===== config.mk =====
export PLATFORM = sky130hd
export DESIGN_NAME = tone_divider_flat
export DESIGN_NICKNAME = d
export VERILOG_FILES = /design/src/rtl/tone_if.sv /design/src/rtl/tone_divider.sv /design/src/flat_wrapper.sv
export SDC_FILE = /design/constraint.sdc
export NUM_CORES = 1
export LEC_CHECK = 0
export BUFFER_PORTS_ARGS = -buffer_cell sky130_fd_sc_hd__buf_2
export CORE_MARGIN = 2
export CORE_UTILIZATION = 32
export DETAILED_ROUTE_END_ITERATION = 8
export PLACE_DENSITY = 0.54
export SYNTH_ARGS = -nofsm -noshare
export SYNTH_HDL_FRONTEND = slang
export SYNTH_SLANG_ARGS = --single-unit

===== constraint.sdc =====
create_clock -name clk -period 3.4 [get_ports clk]
set_input_delay 0.17 -clock clk [delete_from_list [all_inputs] [get_ports clk]]
set_output_delay 0.17 -clock clk [all_outputs]
set_load 0.01 [all_outputs]

===== src/rtl/tone_if.sv =====
// Note-request handshake, frequency-LUT lookup and tone outputs of tone_divider.
// The slave side is the divider; the master side is the requester plus the LUT.
`timescale 1ns/1ps
interface tone_if;
  logic [6:0]  note_in;
  logic        note_valid;
  logic        note_ready;
  logic        note_off;
  logic [6:0]  lut_note;
  logic [27:0] lut_count;
  logic        wave;
  logic        edge_tick;
  logic        active;

  modport master (
    output note_in, note_valid, note_off, lut_count,
    input  note_ready, lut_note, wave, edge_tick, active
  );

  modport slave (
    input  note_in, note_valid, note_off, lut_count,
    output note_ready, lut_note, wave, edge_tick, active
  );
endinterface


===== src/rtl/tone_divider.sv =====
// Square-wave tone generator: looks up a half-period for the requested note and divides clk.
// Optional macro TONE_SYNC_RETUNE_EN defers retunes to the next half-period boundary.
`timescale 1ns/1ps
module tone_divider (
  input  logic   clk,
  input  logic   reset,
  tone_if.slave  bus
);
  typedef enum logic [1:0] {IDLE, LOAD, RUN, RETUNE} state_t;

  state_t      state_reg, state_next;
  logic [6:0]  note_reg, note_next;
  logic [6:0]  prev_note_reg, prev_note_next;
  logic [27:0] period_reg, period_next;
  logic [27:0] count_reg, count_next;
  logic        wave_reg, wave_next;
  logic        tick_reg, tick_next;
  logic        active_reg, active_next;
  logic        ready_reg, ready_next;
  logic        xfer;
  logic        lut_zero;
`ifdef TONE_SYNC_RETUNE_EN
  logic        pend_reg, pend_next;
  logic [27:0] pend_period_reg, pend_period_next;
`endif

  assign xfer     = bus.note_valid && ready_reg;
  assign lut_zero = (bus.lut_count == 28'd0);

  always_comb begin
    state_next     = state_reg;
    note_next      = note_reg;
    prev_note_next = prev_note_reg;
    period_next    = period_reg;
    count_next     = count_reg;
    wave_next      = wave_reg;
    tick_next      = 1'b0;
    active_next    = active_reg;
`ifdef TONE_SYNC_RETUNE_EN
    pend_next        = pend_reg;
    pend_period_next = pend_period_reg;
`endif

    case (state_reg)
      IDLE: begin
        if (xfer) begin
          note_next  = bus.note_in;
          state_next = LOAD;
        end
      end
      LOAD: begin
        if (lut_zero) begin
          state_next = IDLE;
        end else begin
          period_next = bus.lut_count;
          count_next  = bus.lut_count;
          wave_next   = 1'b0;
          active_next = 1'b1;
          state_next  = RUN;
        end
      end
      RUN, RETUNE: begin
        // Reload wins over decrement, so the counter can never wrap below zero.
        if (count_reg == 28'd0) begin
          count_next = period_reg;
          wave_next  = ~wave_reg;
          tick_next  = 1'b1;
`ifdef TONE_SYNC_RETUNE_EN
          if (pend_reg) begin
            count_next  = pend_period_reg;
            period_next = pend_period_reg;
            pend_next   = 1'b0;
          end
`endif
        end else begin
          count_next = count_reg - 28'd1;
        end

        if (state_reg == RETUNE) begin
          state_next = RUN;
          if (lut_zero) begin
            note_next = prev_note_reg;
          end else begin
`ifdef TONE_SYNC_RETUNE_EN
            pend_next        = 1'b1;
            pend_period_next = bus.lut_count;
`else
            period_next = bus.lut_count;
            count_next  = bus.lut_count;
            wave_next   = wave_reg;
            tick_next   = 1'b0;
`endif
          end
        end else if (xfer) begin
          prev_note_next = note_reg;
          note_next      = bus.note_in;
          state_next     = RETUNE;
        end
      end
      default: state_next = IDLE;
    endcase

    // A request accepted alongside note_off still completes the handshake but is dropped.
    if (bus.note_off) begin
      state_next  = IDLE;
      note_next   = note_reg;
      wave_next   = 1'b0;
      tick_next   = 1'b0;
      active_next = 1'b0;
      count_next  = 28'd0;
`ifdef TONE_SYNC_RETUNE_EN
      pend_next   = 1'b0;
`endif
    end

    case (state_next)
      IDLE:    ready_next = 1'b1;
`ifdef TONE_SYNC_RETUNE_EN
      RUN:     ready_next = ~pend_next;
`else
      RUN:     ready_next = 1'b1;
`endif
      default: ready_next = 1'b0;
    endcase
  end

  always_ff @(posedge clk) begin
    if (reset) begin
      state_reg     <= IDLE;
      note_reg      <= 7'd0;
      prev_note_reg <= 7'd0;
      period_reg    <= 28'd0;
      count_reg     <= 28'd0;
      wave_reg      <= 1'b0;
      tick_reg      <= 1'b0;
      active_reg    <= 1'b0;
      ready_reg     <= 1'b1;
`ifdef TONE_SYNC_RETUNE_EN
      pend_reg        <= 1'b0;
      pend_period_reg <= 28'd0;
`endif
    end else begin
      state_reg     <= state_next;
      note_reg      <= note_next;
      prev_note_reg <= prev_note_next;
      period_reg    <= period_next;
      count_reg     <= count_next;
      wave_reg      <= wave_next;
      tick_reg      <= tick_next;
      active_reg    <= active_next;
      ready_reg     <= ready_next;
`ifdef TONE_SYNC_RETUNE_EN
      pend_reg        <= pend_next;
      pend_period_reg <= pend_period_next;
`endif
    end
  end

  assign bus.note_ready = ready_reg;
  assign bus.lut_note   = note_reg;
  assign bus.wave       = wave_reg;
  assign bus.edge_tick  = tick_reg;
  assign bus.active     = active_reg;
endmodule


===== src/flat_wrapper.sv =====
// flat-port wrapper written by rule: the top's interface ports become plain ports
module tone_divider_flat 
  (clk, reset, bus_note_in, bus_note_valid, bus_note_off, bus_lut_count, bus_note_ready, bus_lut_note, bus_wave, bus_edge_tick, bus_active);
  tone_if bus_i ();
  input  logic clk;
  input  logic reset;
  input wire logic [$bits(bus_i.note_in)-1:0] bus_note_in;
  input wire logic [$bits(bus_i.note_valid)-1:0] bus_note_valid;
  input wire logic [$bits(bus_i.note_off)-1:0] bus_note_off;
  input wire logic [$bits(bus_i.lut_count)-1:0] bus_lut_count;
  output wire logic [$bits(bus_i.note_ready)-1:0] bus_note_ready;
  output wire logic [$bits(bus_i.lut_note)-1:0] bus_lut_note;
  output wire logic [$bits(bus_i.wave)-1:0] bus_wave;
  output wire logic [$bits(bus_i.edge_tick)-1:0] bus_edge_tick;
  output wire logic [$bits(bus_i.active)-1:0] bus_active;
  assign bus_i.note_in = bus_note_in;
  assign bus_i.note_valid = bus_note_valid;
  assign bus_i.note_off = bus_note_off;
  assign bus_i.lut_count = bus_lut_count;
  assign bus_note_ready = bus_i.note_ready;
  assign bus_lut_note = bus_i.lut_note;
  assign bus_wave = bus_i.wave;
  assign bus_edge_tick = bus_i.edge_tick;
  assign bus_active = bus_i.active;
  tone_divider u_core (.clk(clk), .reset(reset), .bus(bus_i));
endmodule

==> impl_summary.log, run 1 <==
[metrics] wire length of the first global-routing pass: 18.6 mm
[metrics] DRT Wirelength: 11.2 mm
[metrics] most instantiated flip-flop cell in the synthesis netlist: sky130_fd_sc_hd__dfxtp_1
[metrics] RSZ-0062 raised after global routing: false
[metrics] worst path arrival time: 3.09 ns
[metrics] proportion of layout cells with a drive suffix above 1: 16.1%
[metrics] clock tree from TritonCTS: built
[metrics] number of enable flip-flop cells after synthesis: 0
[metrics] Min-Delay Startpoint: bus_lut_count[5]
[metrics] commonest non-fill, non-tap cells in the layout: sky130_fd_sc_hd__nand2_1 (94), sky130_fd_sc_hd__dfxtp_1 (76), sky130_fd_sc_hd__a21oi_1 (68), sky130_fd_sc_hd__buf_2 (49), sky130_fd_sc_hd__nor2_1 (34)
[metrics] count of buffers inserted at the top-level ports: 49
[metrics] highest clock rate: 350 MHz
[metrics] Global Route Usage Sum: 18.3%
[metrics] syn nets: 546
[metrics] areal power density over the cells: 507 nW/um2
[metrics] TritonCTS buffer count: 9
[metrics] Max Fanout on Critical Path: 12
[metrics] CTS HTree Levels: 3
[metrics] clk buf depth: 2
[metrics] run status: finished clean
[metrics] transition time at the pin with the least slew margin: 0.778 ns
[metrics] critical path startpoint: u_core.count_reg[20]
[metrics] Syn. warnings: 0
[metrics] number of DRC violations after detailed-routing iteration 0: 303
[metrics] Post-CTS Setup Repair Bufs: 0
[metrics] total global routing overflow: 0
[metrics] placer congestion estimate: 0.846
[metrics] vias in the first global route: 3,529
[metrics] die width: 114 um
[metrics] average footprint of a synthesized cell: 7.64 um2
[metrics] total of cells resized after clock tree synthesis: 0
[metrics] post-synthesis async set-or-reset flop share: 0%
[metrics] setup_tns: 0 ns
[metrics] latest clock arrival within the worst-skew pair: 0.34 ns
[metrics] launching element type of the critical path: flop
[metrics] WS Path Type: flop to flop
[metrics] headroom to the max-slew limit: 47.7%
[metrics] share of the cycle needed by the critical path after routing: 84.0%
[metrics] Initial Util: 32.4%
[metrics] initial antenna violation count: 0
[metrics] area of the die: 12,900 um2
[metrics] class of the most critical hold timing path: primary input to flop
[metrics] final hold vios: 0
[metrics] reported leakage power: 1.70 nW
[metrics] required time at the worst-slack endpoint: 3.63 ns
[metrics] post-layout minimum cycle time: 2.85 ns
[metrics] clock root buffer master: sky130_fd_sc_hd__clkbuf_16
[metrics] first drt pass iteration count: 5
[metrics] Area Growth Syn to Fin: 17.3%
[metrics] half-perimeter wire length after detailed placement: 7.87 mm
[metrics] antenna cell count: 0
[metrics] most frequent standard cell in the layout excluding fill and tap cells: sky130_fd_sc_hd__nand2_1
[metrics] detailed-route DRC error count: 0
[metrics] number of sinks driven by the clock tree: 76
[metrics] Wirelength per Cell: 16.1 um
[metrics] per-cell via count in the routed design: 5.42
[metrics] portion of the post-synthesis area used by sequential elements: 39.4%
[metrics] total via count in the routed design: 3,759
[metrics] Mapped Area: 3860 um2
[metrics] number of top-level pins: 50
[metrics] quantity of hold-fixing buffers added after cts: 0
[metrics] pin count of the biggest net entering global routing: 47
[metrics] Tot Pwr: 0.00229 W
[metrics] final core area utilization: 38.0%
[metrics] count of standard-cell rows: 40
[metrics] clock skew after layout: 0.00363 ns
[metrics] maximum capacitance violations: 0
[metrics] fin. max-slew vios: 0
[metrics] maximum resistive drop on vdd: 0.267 mV
[metrics] FF+latch count, synth: 76
[metrics] Chip Height: 114 um
[metrics] unique cell type count in the Yosys netlist: 50
[metrics] Clk pin slew, worst setup/hold paths: 0.06 ns
[metrics] RR Startpoint: u_core.count_reg[20]
[metrics] antenna-violating nets left: 0
[metrics] post-synthesis cell count: 505
[metrics] area of the placeable core: 11,900 um2
[metrics] setup-violating endpoint count in the final report: 0
[metrics] fin nets: 583
[metrics] critical path endpoint category: flop
==> kinds of logic (layout without fill, tap and decap cells) <==
family | Yosys count | count (layout) | share of synthesized area, %
compound gates | 155 | 155 | 24.1
xor+xnor | 9 | 9 | 2.04
fa+ha+maj | 2 | 2 | 0.649
buf+inv | 42 | 84 | 4.54
flops | 76 | 76 | 39.4
mux | 17 | 17 | 4.57
simple gates | 204 | 204 | 24.6
==> critical path, stage by stage, from the launching register on <==
cell and delay (ns):
sky130_fd_sc_hd__dfxtp_1 0.36, sky130_fd_sc_hd__or4_4 0.59, sky130_fd_sc_hd__or4_4 0.45, sky130_fd_sc_hd__or4_4 0.66
sky130_fd_sc_hd__mux2_4 0.34, sky130_fd_sc_hd__a221oi_2 0.27, sky130_fd_sc_hd__nor2_1 0.07
==> where the power goes <==
part,internal (W),leakage [nW],switching (W)
logic,0.000155,0.938,0.000253
registers,0.000916,0.616,0.0000244
clock network,0.000562,0.146,0.000382
==> synth_stat cells (2+ instances only) <==
| library cell | count | area [um2] |
|---|---|---|
| sky130_fd_sc_hd__or4_1 | 2 | 15.0 |
| sky130_fd_sc_hd__nand3_1 | 11 | 55.1 |
| sky130_fd_sc_hd__nand2_1 | 94 | 353 |
| sky130_fd_sc_hd__buf_2 | 2 | 10.0 |
| sky130_fd_sc_hd__dfxtp_1 | 76 | 1520 |
| sky130_fd_sc_hd__o221ai_1 | 5 | 43.8 |
| sky130_fd_sc_hd__and3_1 | 3 | 18.8 |
| sky130_fd_sc_hd__nor4_1 | 13 | 81.3 |
| sky130_fd_sc_hd__or3_1 | 3 | 18.8 |
| sky130_fd_sc_hd__nor3_1 | 21 | 105 |
| sky130_fd_sc_hd__xor2_1 | 3 | 26.3 |
| sky130_fd_sc_hd__o211ai_1 | 10 | 75.1 |
| sky130_fd_sc_hd__a21o_1 | 4 | 30.0 |
| sky130_fd_sc_hd__buf_6 | 2 | 22.5 |
| sky130_fd_sc_hd__nand4_1 | 7 | 43.8 |
| sky130_fd_sc_hd__o31ai_1 | 5 | 37.5 |
| sky130_fd_sc_hd__nor2_1 | 34 | 128 |
| sky130_fd_sc_hd__o21ai_0 | 29 | 145 |
| sky130_fd_sc_hd__ha_1 | 2 | 25.0 |
| sky130_fd_sc_hd__xnor2_1 | 6 | 52.6 |
| sky130_fd_sc_hd__o21ai_1 | 2 | 10.0 |
| sky130_fd_sc_hd__or2_2 | 2 | 12.5 |
| sky130_fd_sc_hd__a21oi_1 | 68 | 340 |
| sky130_fd_sc_hd__a22oi_1 | 2 | 15.0 |
| sky130_fd_sc_hd__mux2i_1 | 15 | 150 |
| sky130_fd_sc_hd__o2111ai_1 | 2 | 17.5 |
| sky130_fd_sc_hd__a31oi_1 | 12 | 75.1 |
| sky130_fd_sc_hd__inv_1 | 7 | 26.3 |
| sky130_fd_sc_hd__o21a_1 | 6 | 45.0 |
| sky130_fd_sc_hd__o2bb2ai_1 | 2 | 17.5 |
| sky130_fd_sc_hd__or4_4 | 4 | 45.0 |
| sky130_fd_sc_hd__nand2b_1 | 3 | 18.8 |
| sky130_fd_sc_hd__clkbuf_1 | 31 | 116 |
==> layout make-up <==
class / instances / area [um2]
clock buffers: 10 / 229
clock inverters: 6 / 55.1
fillers: 1272 / 7390
inverters: 7 / 26.3
multi-input cells: 387 / 2170
flip-flops and latches: 76 / 1520
well taps: 147 / 184
repair buffers: 61 / 335
==> routing by layer <==
layer / wire (um) / track usage (%)
met5: 0 / 0
met4: 92 / 4.88
met2: 5160 / 28.1
met1: 5400 / 25.0
met3: 536 / 5.69
==> stage by stage <==
step	instance area (um2)	std cells	worst slack, ns	hold slack (ns)
floorplan	3860	505	0.684	0.302
CTS	4520	694	0.552	0.0676
finish	4520	694	0.545	0.0817
detailed placement	4240	678	0.566	0.437
global placement	4240	678	0.603	0.424
global route	4520	694	0.453	0.0865
==> path summary, 6_finish.rpt <==
check	end	slack, ns	cells after the start
worst max-delay path	u_core.count_reg[2]	0.55	6
worst min-delay path	u_core.period_reg[5]	0.08	3
worst max register to register	u_core.count_reg[2]	0.55	6
worst min register to register	u_core.period_reg[21]	0.45	2
No activity file was read; power rests on OpenSTA's default activity.
==> run 2: changes to the inputs <==
--- a/config.mk
+++ b/config.mk
@@ -9,7 +9,7 @@
 export CORE_MARGIN = 2
 export CORE_UTILIZATION = 32
 export DETAILED_ROUTE_END_ITERATION = 8
-export PLACE_DENSITY = 0.54
+export PLACE_DENSITY = 0.56
 export SYNTH_ARGS = -nofsm -noshare
 export SYNTH_HDL_FRONTEND = slang
 export SYNTH_SLANG_ARGS = --single-unit
==> constraint.sdc (replaced) <==
create_clock -name clk -period 2.5 [get_ports clk]
set_input_delay 0.125 -clock clk [delete_from_list [all_inputs] [get_ports clk]]
set_output_delay 0.125 -clock clk [all_outputs]
set_load 0.01 [all_outputs]
==> run 2 against run 1 <==
Net effect: the flow now finishes with violations (setup timing); sequential power rose by 36%; clock-buffer cell count rose by 2; first-iteration DRC count fell by 39%; power rose by 41%; worst setup slack got worse by 0.56 ns; global-route usage rose by 0.60 points; routed wire length rose by 4.2%; register-to-register slack got worse by 0.56 ns; clock power rose by 40%; utilization rose by 2.5 points; critical path depth did not move.
==> impl_summary.log, run 2 (synthesis results as in run 1) <==
[metrics] Area Growth Syn to Fin: 24.9%
[metrics] DRT Wirelength: 11.7 mm
[metrics] number of DRC violations after detailed-routing iteration 0: 185
[metrics] clk buf depth: 2
[metrics] count of standard-cell rows: 40
[metrics] Global Route Usage Sum: 18.9%
[metrics] number of sinks driven by the clock tree: 76
[metrics] required time at the worst-slack endpoint: 2.74 ns
[metrics] latest clock arrival within the worst-skew pair: 0.35 ns
[metrics] Wirelength per Cell: 16.2 um
[metrics] maximum capacitance violations: 0
[metrics] Max Fanout on Critical Path: 3
[metrics] pin count of the biggest net entering global routing: 48
[metrics] RSZ-0062 raised after global routing: true
[metrics] fin. max-slew vios: 0
[metrics] transition time at the pin with the least slew margin: 0.714 ns
[metrics] headroom to the max-slew limit: 52.0%
[metrics] initial antenna violation count: 0
[metrics] hold-critical path endpoint: u_core.period_reg[3]
[metrics] most frequent standard cell in the layout excluding fill and tap cells: sky130_fd_sc_hd__nand2_1
[metrics] critical path endpoint category: flop
[metrics] worst slack, placed: -0.0869 ns
[metrics] failing checks: setup timing
[metrics] total via count in the routed design: 3,911
[metrics] wire length of the first global-routing pass: 19.4 mm
[metrics] maximum resistive drop on vdd: 0.286 mV
[metrics] die width: 114 um
[metrics] area of the die: 12,900 um2
[metrics] total global routing overflow: 0
[metrics] count of buffers inserted at the top-level ports: 49
[metrics] final hold vios: 0
[metrics] clock skew after layout: 0.00828 ns
[metrics] Initial Util: 32.4%
[metrics] clock root buffer master: sky130_fd_sc_hd__clkbuf_16
[metrics] fin nets: 609
[metrics] Critical R2R Capture: u_core.count_reg[2]
[metrics] proportion of layout cells with a drive suffix above 1: 21.8%
[metrics] number of top-level pins: 50
[metrics] post-layout minimum cycle time: 2.52 ns
[metrics] placer congestion estimate: 0.830
[metrics] WS Path Type: flop to flop
[metrics] TritonCTS buffer count: 9
[metrics] area of the placeable core: 11,900 um2
[metrics] worst path arrival time: 2.75 ns
[metrics] cell depth of the worst hold path: 3
[metrics] per-cell via count in the routed design: 5.43
[metrics] antenna cell count: 0
[metrics] run status: finished, violations left
[metrics] reported leakage power: 1.86 nW
[metrics] clock tree from TritonCTS: built
[metrics] class of the most critical hold timing path: primary input to flop
[metrics] first drt pass iteration count: 4
[metrics] register-to-register setup slack: -0.02 ns
[metrics] RR Startpoint: u_core.count_reg[14]
[metrics] CTS HTree Levels: 3
[metrics] detailed-route DRC error count: 0
[metrics] vias in the first global route: 3,908
[metrics] Min-Delay Startpoint: bus_lut_count[3]
[metrics] half-perimeter wire length after detailed placement: 8.02 mm
[metrics] slack of the critical path: -0.0168 ns
[metrics] highest clock rate: 397 MHz
[metrics] areal power density over the cells: 672 nW/um2
[metrics] setup-violating endpoint count in the final report: 1
[metrics] commonest non-fill, non-tap cells in the layout: sky130_fd_sc_hd__nand2_1 (93), sky130_fd_sc_hd__dfxtp_1 (73), sky130_fd_sc_hd__a21oi_1 (67), sky130_fd_sc_hd__buf_2 (49)
[metrics] antenna-violating nets left: 0
[metrics] Tot Pwr: 0.00324 W
[metrics] Clk pin slew, worst setup/hold paths: 0.06 ns
[metrics] worst reg2reg path depth: 6
[metrics] Chip Height: 114 um
[metrics] total of fill cells in the finished design: 1,276
[metrics] share of the cycle needed by the critical path after routing: 101%
[metrics] launching element type of the critical path: flop
-- run 2: power by group --
part           switching, W  total, W  internal (W)
clock              0.000520   0.00132      0.000799
sequential        0.0000310   0.00128       0.00125
combinational      0.000376  0.000643      0.000267
total              0.000927   0.00324       0.00231
-- run 2: metrics by stage --
stage                     utilization [%]  hold slack (ns)  area (um2)  instances  setup TNS (ns)
after global placement               37.5            0.351        4470        702          -0.243
after global routing                 40.5           0.0386        4820        720          -0.201
after CTS                            40.1           0.0274        4780        719          -0.463
final                                40.5           0.0278        4820        720         -0.0168
after floorplan                         -            0.257        3890        505          -0.901
after detailed placement             37.5            0.356        4470        702          -0.563
-- run 2: what timing repair did --
action | CTS | global route
gates cloned | 0 | 0
setup endpoints to repair | 19 | 25
setup buffers | 0 | 1
pin swaps | 1 | 6
gates resized for setup | 1 | 8
endpoints found under the hold margin | 1 | 0
hold buffers | 1 | 0
-- run 2: critical path: stages, from the launching register on --
cell	delay [ns]
sky130_fd_sc_hd__dfxtp_2	0.31
sky130_fd_sc_hd__or4_4	0.53
sky130_fd_sc_hd__or3b_4	0.39
sky130_fd_sc_hd__or4_4	0.52
sky130_fd_sc_hd__mux2_4	0.32
sky130_fd_sc_hd__a221oi_2	0.27
sky130_fd_sc_hd__nor2_1	0.07
-- run 2: layout make-up --
cell class	count	area, um2	share of cell area, %
Inverter	7	26.3	0.545
Clock inverter	4	48.8	1.01
Multi-Input combinational cell	387	2230	46.2
Sequential cell	76	1530	31.7
Clock buffer	12	246	5.12
Timing Repair Buffer	87	562	11.7
Tap cell	147	184	3.82
-- run 2: worst max-delay path by stage --
stage	from	end	depth (start not counted)
2_1_floorplan	u_core.count_reg[14]	u_core.count_reg[2]	8
3_3_place_gp	u_core.count_reg[23]	u_core.count_reg[17]	7
3_5_place_dp	u_core.count_reg[23]	u_core.count_reg[17]	7
4_1_cts	u_core.count_reg[23]	u_core.count_reg[2]	6
5_1_grt	u_core.count_reg[23]	u_core.count_reg[2]	6
6_report	u_core.count_reg[14]	u_core.count_reg[2]	6
-- run 2: metal layers --
layer / track usage (%) / part of all wire [%]
met5: 0 / 0
met4: 6.02 / 1.8
met3: 5.26 / 4.5
met2: 31.7 / 48
met1: 23.6 / 46
